[config.mk]
export PLATFORM = sky130hd
export DESIGN_NAME = demux4_stream
export DESIGN_NICKNAME = d
export VERILOG_FILES = /design/src/rtl/eb_pkg.sv /design/src/rtl/demux_slot.sv /design/src/rtl/demux4_stream.sv
export SDC_FILE = /design/constraint.sdc
export NUM_CORES = 1
export LEC_CHECK = 0
export BUFFER_PORTS_ARGS = -buffer_cell sky130_fd_sc_hd__buf_2
export CORE_ASPECT_RATIO = 0.75
export CORE_MARGIN = 2
export CORE_UTILIZATION = 50
export CTS_BUF_LIST = sky130_fd_sc_hd__clkbuf_8
export DETAILED_ROUTE_END_ITERATION = 8
export GPL_ROUTABILITY_DRIVEN = 0
export PLACE_DENSITY = 0.83
export RECOVER_POWER = 25
export SETUP_SLACK_MARGIN = 0.4
export SLEW_MARGIN = 20
export SYNTH_ARGS = -nofsm -noshare
export SYNTH_HDL_FRONTEND = slang
export SYNTH_HIERARCHICAL = 1
export SYNTH_SLANG_ARGS = --single-unit
[constraint.sdc]
create_clock -name clk -period 2.3 [get_ports clk]
set_input_delay 0.69 -clock clk [delete_from_list [all_inputs] [get_ports clk]]
set_output_delay 0.69 -clock clk [all_outputs]
set_load 0.01 [all_outputs]
[src/rtl/eb_pkg.sv]
// Shared definitions for the EB result fan-out datapath.
// Channel indices name the four consumers of the result bus.
package eb_pkg;

  localparam int DEMUX_CH  = 4;
  localparam int W_DEFAULT = 8;

  localparam int CH_WB  = 0;  // register write-back
  localparam int CH_MEM = 1;  // memory
  localparam int CH_PC  = 2;  // program counter
  localparam int CH_DBG = 3;  // debug

  typedef logic [1:0] ch_sel_t;

  // One-hot decode of a channel select.
  function automatic logic [DEMUX_CH-1:0] sel_decode(input ch_sel_t sel);
    logic [DEMUX_CH-1:0] oh;
    oh      = '0;
    oh[sel] = 1'b1;
    return oh;
  endfunction

endpackage

[src/rtl/demux_slot.sv]
// One-entry holding register for a single demux output channel.
// Priority: flush clears valid, then load (wins over a same-cycle pop,
// which replaces the slot contents), then pop. Data is only cleared by rst.
module demux_slot #(
  parameter int W = 8
) (
  input  logic         clk,
  input  logic         rst,
  input  logic         flush,
  input  logic         load,
  input  logic         pop,
  input  logic [W-1:0] din,
  output logic [W-1:0] data,
  output logic         valid
);

  // Slot state update: flush > load > pop > hold.
  always_ff @(posedge clk or posedge rst) begin
    if (rst) begin
      data  <= '0;
      valid <= 1'b0;
    end else if (flush) begin
      valid <= 1'b0;
    end else if (load) begin
      valid <= 1'b1;
      data  <= din;
    end else if (pop) begin
      valid <= 1'b0;
    end
  end

endmodule

[src/rtl/demux4_stream.sv]
// Registered 1-to-4 stream demultiplexer with valid/ready on every port.
// Fans one result beat out to the write-back, memory, PC or debug consumer.
// Each channel owns an independent one-entry slot, so a stalled consumer
// only back-pressures beats addressed to its own channel.
module demux4_stream
  import eb_pkg::*;
#(
  parameter int W = W_DEFAULT
) (
  input  logic                clk,
  input  logic                rst,
  input  logic                flush,
  input  logic [W-1:0]        din,
  input  logic [1:0]          din_sel,
  input  logic                din_valid,
  output logic                din_ready,
  output logic [W-1:0]        dout0,
  output logic [W-1:0]        dout1,
  output logic [W-1:0]        dout2,
  output logic [W-1:0]        dout3,
  output logic [DEMUX_CH-1:0] dout_valid,
  input  logic [DEMUX_CH-1:0] dout_ready,
  output logic                busy
);

  logic [DEMUX_CH-1:0] sel_oh;
  logic [DEMUX_CH-1:0] load;
  logic [DEMUX_CH-1:0] pop;
  logic [DEMUX_CH-1:0] slot_valid;
  logic [W-1:0]        slot_data [DEMUX_CH];

  // Ready looks only at the selected slot: free, or draining this cycle.
  // Held low during reset and flush so no beat is taken while slots clear.
  always_comb begin
    sel_oh    = sel_decode(din_sel);
    din_ready = !rst && !flush &&
                (!slot_valid[din_sel] || dout_ready[din_sel]);
    load      = sel_oh & {DEMUX_CH{din_valid & din_ready}};
    pop       = slot_valid & dout_ready;
  end

  for (genvar i = 0; i < DEMUX_CH; i++) begin : g_slot
    demux_slot #(.W(W)) u_slot (
      .clk   (clk),
      .rst   (rst),
      .flush (flush),
      .load  (load[i]),
      .pop   (pop[i]),
      .din   (din),
      .data  (slot_data[i]),
      .valid (slot_valid[i])
    );
  end

  assign dout0      = slot_data[CH_WB];
  assign dout1      = slot_data[CH_MEM];
  assign dout2      = slot_data[CH_PC];
  assign dout3      = slot_data[CH_DBG];
  assign dout_valid = slot_valid;
  assign busy       = |slot_valid;

endmodule

# After elaboration in Yosys (flattened, before gate mapping)
# Cells that the tools add are included.
# W data, S select, Z words.
# word_totals
elab_cells	48
out_inout_bits	38
register_bits	36
input_bits	18
# op_classes
n_reduce_logical	16
bitwise_logic	4
magnitude_cmp	2
muxes	18
# ops
operator	n
$mux W1	15
$reduce_bool A3 Y1	4
$and A4 B4 Y4	2
$reduce_and A2 Y1	4
$bmux W1 S2	2
$reduce_or A4 Y1	1
$logic_and A1 B1 Y1	3
$logic_not A1 Y1	3
$lt A2 B3 Y1 const B	1
$demux W1 S2	1
$ge A2 B1 Y1 const B	1
$and A1 B1 Y1	1
$logic_or A1 B1 Y1	1
$not A1 Y1	1

# Depth between registers and ports, before layout
# Gate-level depths: netlist of the first run.
# depth
ltp_word	9
ltp_mapped	6

# Cells and area by module
# Netlist of the first run, hierarchy kept.
# by_module_without_submodules
module	seq_area_each_um2	cells_per_inst	n_inst	area_each_um2
demux_slot	225.2	23	4	389.1
demux4_stream	0.0	23	1	142.6

# Least setup slack after synthesis of the first run
# Ideal clock, no wire load.
# synth_path
path_kind	input port to flip-flop
start	in flush
end	reg g_slot[0].u_slot.data[0]
path_stages	6
setup_slack_ps	220
setup_time_ps	125
arrival_ps	1955
cell_sequence	nor2_2 -> nand2_1 -> a2111oi_1 -> nor2b_4 -> buf_6 -> mux2_4
# synth_between
elab_chain_len	6
# synth_lines
element	line	source
from (decl)	demux4_stream.sv:12	input logic flush,
$logic_not A1 Y1	demux4_stream.sv:36	din_ready = !rst && !flush &&
$logic_and A1 B1 Y1 (2 in a row)	demux4_stream.sv:36	
$and A1 B1 Y1	demux4_stream.sv:38	load = sel_oh & {DEMUX_CH{din_valid & din_ready}};
$and A4 B4 Y4	demux4_stream.sv:38	
named net load[0]	demux4_stream.sv:27	logic [DEMUX_CH-1:0] load;
$reduce_and A2 Y1 (no line)	-	
to (signal assigned)	demux_slot.sv:26	data <= din;
to (decl)	demux_slot.sv:13	output logic [W-1:0] data,
# The timed path passes the listed nets, and every way through them passes these cells.
# A chain may end at the register's enable or synchronous reset.

# Final worst setup path of the first run
# layout_path
start	in dout_ready[0]
end	out din_ready
# layout_between
elab_chain_len	4
# layout_lines
element	line	source
from (decl)	demux4_stream.sv:22	input logic [DEMUX_CH-1:0] dout_ready,
$bmux W1 S2	demux4_stream.sv:37	(!slot_valid[din_sel] || dout_ready[din_sel]);
$mux W1 (implied by the code)	demux4_stream.sv:37	
$logic_or A1 B1 Y1	demux4_stream.sv:37	
$logic_and A1 B1 Y1	demux4_stream.sv:36	
to (decl)	demux4_stream.sv:16	output logic din_ready,
# Every way passes these cells. The select of a mux whose other input is x is not followed.

==> results of run 1 <==
worst min path at each step:
stage / end / startpoint / slack [ns]
floorplan: g_slot[0].u_slot/data[0] / rst / 0.52
global placement: g_slot[1].u_slot/data[4] / g_slot[1].u_slot/data[4] / 0.49
detailed placement: g_slot[3].u_slot/data[3] / g_slot[3].u_slot/data[3] / 0.49
CTS: g_slot[1].u_slot/valid / rst / 0.40
global route: g_slot[1].u_slot/data[3] / rst / 0.45
finish: g_slot[1].u_slot/data[5] / rst / 0.42
what timing repair did:
| action | 4_1_cts | 5_1_grt |
|---|---|---|
| buffers inserted | 7 | 1 |
| pin swaps | 3 | 4 |
| endpoints found under the hold margin | 0 | 0 |
| setup endpoints to repair | 26 | 34 |
| gates resized for setup | 7 | 7 |
power by group:
group / internal, mW / switching (mW) / total (mW)
logic: 0.247 / 0.186 / 0.434
registers: 0.744 / 0.0663 / 0.810
clock network: 0.317 / 0.229 / 0.547
total: 1.31 / 0.482 / 1.79
layer usage:
metal,GRT usage,vias to the layer above
li1,-,521
met1,0.276,578
met2,0.327,39
met3,0.0737,9
met4,0.101,0
met5,0,-
critical path, cell delays in order:
cell                       delay (ns)
sky130_fd_sc_hd__buf_6           0.10
sky130_fd_sc_hd__or3b_4          0.39
sky130_fd_sc_hd__a21oi_2         0.15
sky130_fd_sc_hd__a311oi_2        0.05
sky130_fd_sc_hd__buf_2           0.15
registers in the layout (all words and copies together) (netlist names):
signal,flops
g_slot.u_slot/valid,4
g_slot.u_slot/data,32
per-stage QoR:
stage / total power [mW] / hold WS (ns) / setup slack (ns) / cells / utilization
after floorplan: 1.05 / 0.518 / 0.353 / 115 / -
after CTS: 1.79 / 0.401 / 0.0757 / 222 / 0.685
after global routing: 1.87 / 0.450 / 0.0734 / 223 / 0.706
after detailed placement: 1.23 / 0.487 / 0.0122 / 207 / 0.615
final: 1.79 / 0.416 / 0.0836 / 223 / 0.706
after global placement: 1.21 / 0.490 / 0.0685 / 207 / 0.615
layout by cell type (no fill, tap or decap), types with 2 or more instances in the layout:
cell and instances:
sky130_fd_sc_hd__and2_1 4, sky130_fd_sc_hd__buf_4 4, sky130_fd_sc_hd__buf_12 5, sky130_fd_sc_hd__inv_1 12, sky130_fd_sc_hd__a21oi_1 4, sky130_fd_sc_hd__nor2b_4 4, sky130_fd_sc_hd__nor2b_1 2, sky130_fd_sc_hd__buf_6 2
sky130_fd_sc_hd__clkbuf_8 5, sky130_fd_sc_hd__mux2_4 32, sky130_fd_sc_hd__nand2_1 2, sky130_fd_sc_hd__nand2b_1 4, sky130_fd_sc_hd__buf_2 52, sky130_fd_sc_hd__dfrtp_1 36
cell type report:
class	instances	share of cell area
repair buffers	64	0.182
clock buffers	5	0.0298
inverters	11	0.0179
flip-flops and latches	36	0.391
multi-input cells	64	0.341
clock inverters	3	0.0168
well taps	40	0.0217
logic make-up after synthesis:
family,count (synthesis),share of synthesized area
mux,32,0.283
flops,36,0.530
compound gates,9,0.0339
buf+inv,15,0.0508
simple gates,23,0.102
==> flow_summary.ini, run 1 <==
[power]
leakagePower_nw = 1.16
vdd.ir_drop.worst_mv = 0.435
pwr_density_nw_per_um2 = 776

[placed_design]
dpl.hpwl_um = 2720
placement.cell_area_um2 = 2010
port_buffers = 55

[routing]
routed-wl-met3_um = 234
post_drt_antenna_nets = 0
avgViaCountPerCell = 5.14
route.final.wire_length_um = 4050
drt_iter0_drc = 71
wirelength_met1_um = 1750
highest-signal-layer = met4
dr_wl_met2_um = 1990
detailedRoute.firstPassIterationCount = 4
drc = 0
wl_per_cell_um = 18.2
via_count = 1147

[timing]
setup-tns-final_ns = 0
transition_at_the_pin_with_the_smallest_max_transition_slack_ns = 0.368
final-max-slew-violation-count = 0
setup_viol = 0
rsz0062_at_grt = true
final.min_clock_period_ns = 2.22
final_cycle_utilization_of_the_critical_path = 0.964
hold_violations = 0
clock_skew_ns = 0.00639
timing.fmax_mhz = 451
slew-limit-headroom = 0.755

[clocking]
path_clk_slew_ns = 0.08
clock_tree_root = sky130_fd_sc_hd__clkbuf_8
postCtsHoldBufs = 0
cts-buffers-inserted = 5
ctsHtreeMaxLevel = 2
tritoncts = built
cts_max_path_buffers = 2
clock-sinks = 36
clk-insertion-delay-late_ns = 0.29

[layout]
drive_gt1_frac = 0.628
postLayoutCellArea_um2 = 2310
num-nets-final = 200
sequential_cell_area_um2 = 901
nFillCells = 198
multi_input_comb_area_um2 = 786
flow.area_growth_from_synthesis_pct = 35.7
antenna_cells_inserted = 0

[synthesis]
yosys_warns = 6
synth_enable_flop_cells = 0
synthesis.instances = 115
syn-mean-instance-area_um2 = 14.8
post_synthesis_sequential_area_ratio = 0.530
postSynthNetCount = 133
synth_flop_type = sky130_fd_sc_hd__dfrtp_1
synth.area.top_cells = sky130_fd_sc_hd__dfrtp_1 53%, sky130_fd_sc_hd__mux2_4 28%, sky130_fd_sc_hd__nor2b_4 3.2%, sky130_fd_sc_hd__buf_6 2.7%, sky130_fd_sc_hd__inv_1 2.4%
synth.ff_latch_count = 36
netlist-cell-type-count = 20
yosys.area.top_type = sky130_fd_sc_hd__dfrtp_1
syn_area_um2 = 1700
synth_common_cells = 36 x sky130_fd_sc_hd__dfrtp_1, 32 x sky130_fd_sc_hd__mux2_4, 11 x sky130_fd_sc_hd__inv_1, 5 x sky130_fd_sc_hd__a21oi_1
synth.most_common_cell = sky130_fd_sc_hd__dfrtp_1
async_flop_share = 1.00
fraction_of_post_synthesis_cell_area_in_the_top_cell_type_by_area = 0.530

[worst_setup_path]
critical_path_arrival_ns = 1.53
regToRegSetupSlack_ns = 0.61
crit-reg2reg-launch = g_slot[0].u_slot/valid
setup.worst_path.end_class = primary output
path_class = input port to primary output
reg2regPathDepth = 5
critPathLaunchType = input port
path_max_fanout = 3
critical_path_required_ns = 1.61
cp-startpoint = dout_ready[0]
crit_end = din_ready
crit-reg2reg-capture = g_slot[0].u_slot/data[7]

[die]
std_cell_rows = 18
fp.dieH_um = 54.5
design.core.area_um2 = 3270
chip_width_um = 71.3
floorplan.io_pins = 56
die_area_um2 = 3890
floorplan.initialDensity = 0.520

[global_routing]
grt_first_pass_wirelength_um = 5940
number_of_global_route_vias_before_repair = 1170
grt-ovfl-total = 0
global_route.usage.total = 0.213
grt_max_degree = 12
antenna_found_initial = 0

[status]
run_status = finished, final reports clean

[worst_hold_path]
hp-class = input port to async pin

[run]
max_cap_violations = 0
No activity file was read; power rests on OpenSTA's default activity.
==> inputs of run 2 (changes only) <==
--- a/config.mk
+++ b/config.mk
@@ -6,7 +6,7 @@
 export NUM_CORES = 1
 export LEC_CHECK = 0
 export BUFFER_PORTS_ARGS = -buffer_cell sky130_fd_sc_hd__buf_2
-export CORE_ASPECT_RATIO = 0.75
+export CAP_MARGIN = 20
 export CORE_MARGIN = 2
 export CORE_UTILIZATION = 50
 export CTS_BUF_LIST = sky130_fd_sc_hd__clkbuf_8
@@ -15,7 +15,7 @@
 export PLACE_DENSITY = 0.83
 export RECOVER_POWER = 25
 export SETUP_SLACK_MARGIN = 0.4
-export SLEW_MARGIN = 20
+export SLEW_MARGIN = 10
 export SYNTH_ARGS = -nofsm -noshare
 export SYNTH_HDL_FRONTEND = slang
 export SYNTH_HIERARCHICAL = 1
==> flow_summary.ini, run 2 (synthesized netlist as in run 1, its figures left out) <==
[clocking]
postCtsHoldBufs = 0
clock-sinks = 36
cts_max_path_buffers = 2
clock_tree_root = sky130_fd_sc_hd__clkbuf_8
cts-buffers-inserted = 5
path_clk_slew_ns = 0.07
tritoncts = built
clk-insertion-delay-late_ns = 0.28
ctsHtreeMaxLevel = 2

[worst_setup_path]
critPathLaunchType = input port
regToRegSetupSlack_ns = 0.61
reg2regPathDepth = 5
path_max_fanout = 3
max_stage_delay_ns = 0.38
critical_path_arrival_ns = 1.54
cp-startpoint = dout_ready[0]
path_class = input port to primary output
crit-reg2reg-launch = g_slot[0].u_slot/valid
setup.worst_path.end_class = primary output
crit_end = din_ready
cp_delay_by_family_top = simple AND/OR/NAND/NOR gates
crit-reg2reg-capture = g_slot[0].u_slot/data[6]
depth_of_the_critical_timing_path_with_buffers_and_inverters_included = 5
critical-path-slowest-cell = sky130_fd_sc_hd__or3b_1
critical_path_required_ns = 1.61
path_buf_inv = 2
critical_path.cell_chain = buf_6, or3b_1, a21oi_2, a311oi_2, buf_2

[timing]
final_cycle_utilization_of_the_critical_path = 0.970
final.min_clock_period_ns = 2.23
timing.fmax_mhz = 448
finalWorstSetupSlack_ns = 0.0700
clock_skew_ns = 0.00201
final-max-slew-violation-count = 0
hold_violations = 0
setup_viol = 0
transition_at_the_pin_with_the_smallest_max_transition_slack_ns = 0.342
setup-tns-final_ns = 0
slew-limit-headroom = 0.769
rsz0062_at_grt = true

[placed_design]
post-place-ws_ns = 0.0321
dpl.hpwl_um = 2740
placement.cell_area_um2 = 2030
port_buffers = 55

[layout]
flow.area_growth_from_synthesis_pct = 34.0
antenna_cells_inserted = 0
max_flop_register = g_slot.u_slot/data
final_cell_mix = 52 x sky130_fd_sc_hd__buf_2, 34 x sky130_fd_sc_hd__dfrtp_1, 32 x sky130_fd_sc_hd__mux2_4
number_of_flip_flops_in_the_largest_register = 32
postLayoutCellArea_um2 = 2280
layout_commonest_cell = sky130_fd_sc_hd__buf_2
drive_gt1_frac = 0.640
largestRegisters = g_slot.u_slot/data: 32 flops, g_slot.u_slot/valid: 4 flops
num-nets-final = 203

[power]
vdd.ir_drop.worst_mv = 0.563
leakagePower_nw = 1.15
pwr_density_nw_per_um2 = 739

[routing]
drt_iter0_drc = 33
drc = 0
via_count = 1143
detailedRoute.firstPassIterationCount = 4
wl_per_cell_um = 16.8
avgViaCountPerCell = 4.93
route.final.wire_length_um = 3890
post_drt_antenna_nets = 0

[die]
floorplan.initialDensity = 0.513
die_area_um2 = 3880
fp.dieH_um = 62.3
design.core.area_um2 = 3310
std_cell_rows = 21
chip_width_um = 62.3
floorplan.io_pins = 56

[worst_hold_path]
hp-class = input port to async pin

[global_routing]
globalRoute.busiestLayer = met2
number_of_global_route_vias_before_repair = 1191
antenna_found_initial = 0
globalRouteMet3Util = 0.0580
global_route.usage.total = 0.214
grt_max_degree = 12
grt_first_pass_wirelength_um = 6240
gr-usage-met1 = 0.264
grt-ovfl-total = 0
grt_util_met2 = 0.368

[status]
run_status = finished, final reports clean

[run]
max_cap_violations = 0
## run 2: cell count changes in the layout (fill, tap and decap cells not counted), sizes merged
cell    previous run  this run
bufinv             1         0
inv               12        11
clkinv             1         2
clkbuf             6         7
buf               63        66
## run 2: worst min-delay path by stage
stage,slack [ns],from,end
finish,0.43,rst,g_slot[0].u_slot/data[1]
global route,0.48,rst,g_slot[0].u_slot/data[6]
CTS,0.40,rst,g_slot[0].u_slot/data[3]
detailed placement,0.49,g_slot[3].u_slot/data[0],g_slot[3].u_slot/data[0]
global placement,0.49,g_slot[1].u_slot/data[6],g_slot[1].u_slot/data[6]
floorplan,0.52,rst,g_slot[0].u_slot/data[0]
## run 2: per-stage QoR
step / power [mW] / utilization / hold slack [ns] / cells
global placement: 1.22 / 0.613 / 0.491 / 215
floorplan: 1.05 / - / 0.518 / 115
detailed placement: 1.23 / 0.613 / 0.488 / 215
CTS: 1.70 / 0.663 / 0.395 / 229
finish: 1.68 / 0.688 / 0.434 / 232
global route: 1.78 / 0.688 / 0.482 / 232
## run 2: routing by layer
metal  vias up  part of all wire  wire [µm]
li1        527                 -          -
met1       574              0.41       1580
met2        40              0.53       2070
met3         2             0.056        219
met4         0            0.0041         16
met5         -                 0          0
## run 2: cell type report
type	count	area [µm²]
Clock buffer	6	82.6
Sequential cell	36	903
Tap cell	46	57.6
Multi-Input combinational cell	64	768
Fill cell	264	1030
Inverter	11	41.3
Timing Repair Buffer	67	414
Clock inverter	2	10.0
## run 2: timing repair
item	4_1_cts	5_1_grt
buffers inserted	6	3
setup endpoints to repair	26	34
pin swaps	1	4
cloned	0	0
resized for setup	1	9
## run 2: worst register-to-register path, delay by kind of cell, from the launching register on
family | cells | cell delay [ns]
compound gates | 1 | 0.31
buf+inv | 2 | 0.31
mux | 1 | 0.31
simple gates | 1 | 0.23
flops | 1 | 0.42
## run 2: report_power, final
group	switching, mW	total, mW	internal, mW
registers	0.0674	0.812	0.745
logic	0.181	0.424	0.243
clock network	0.208	0.447	0.239
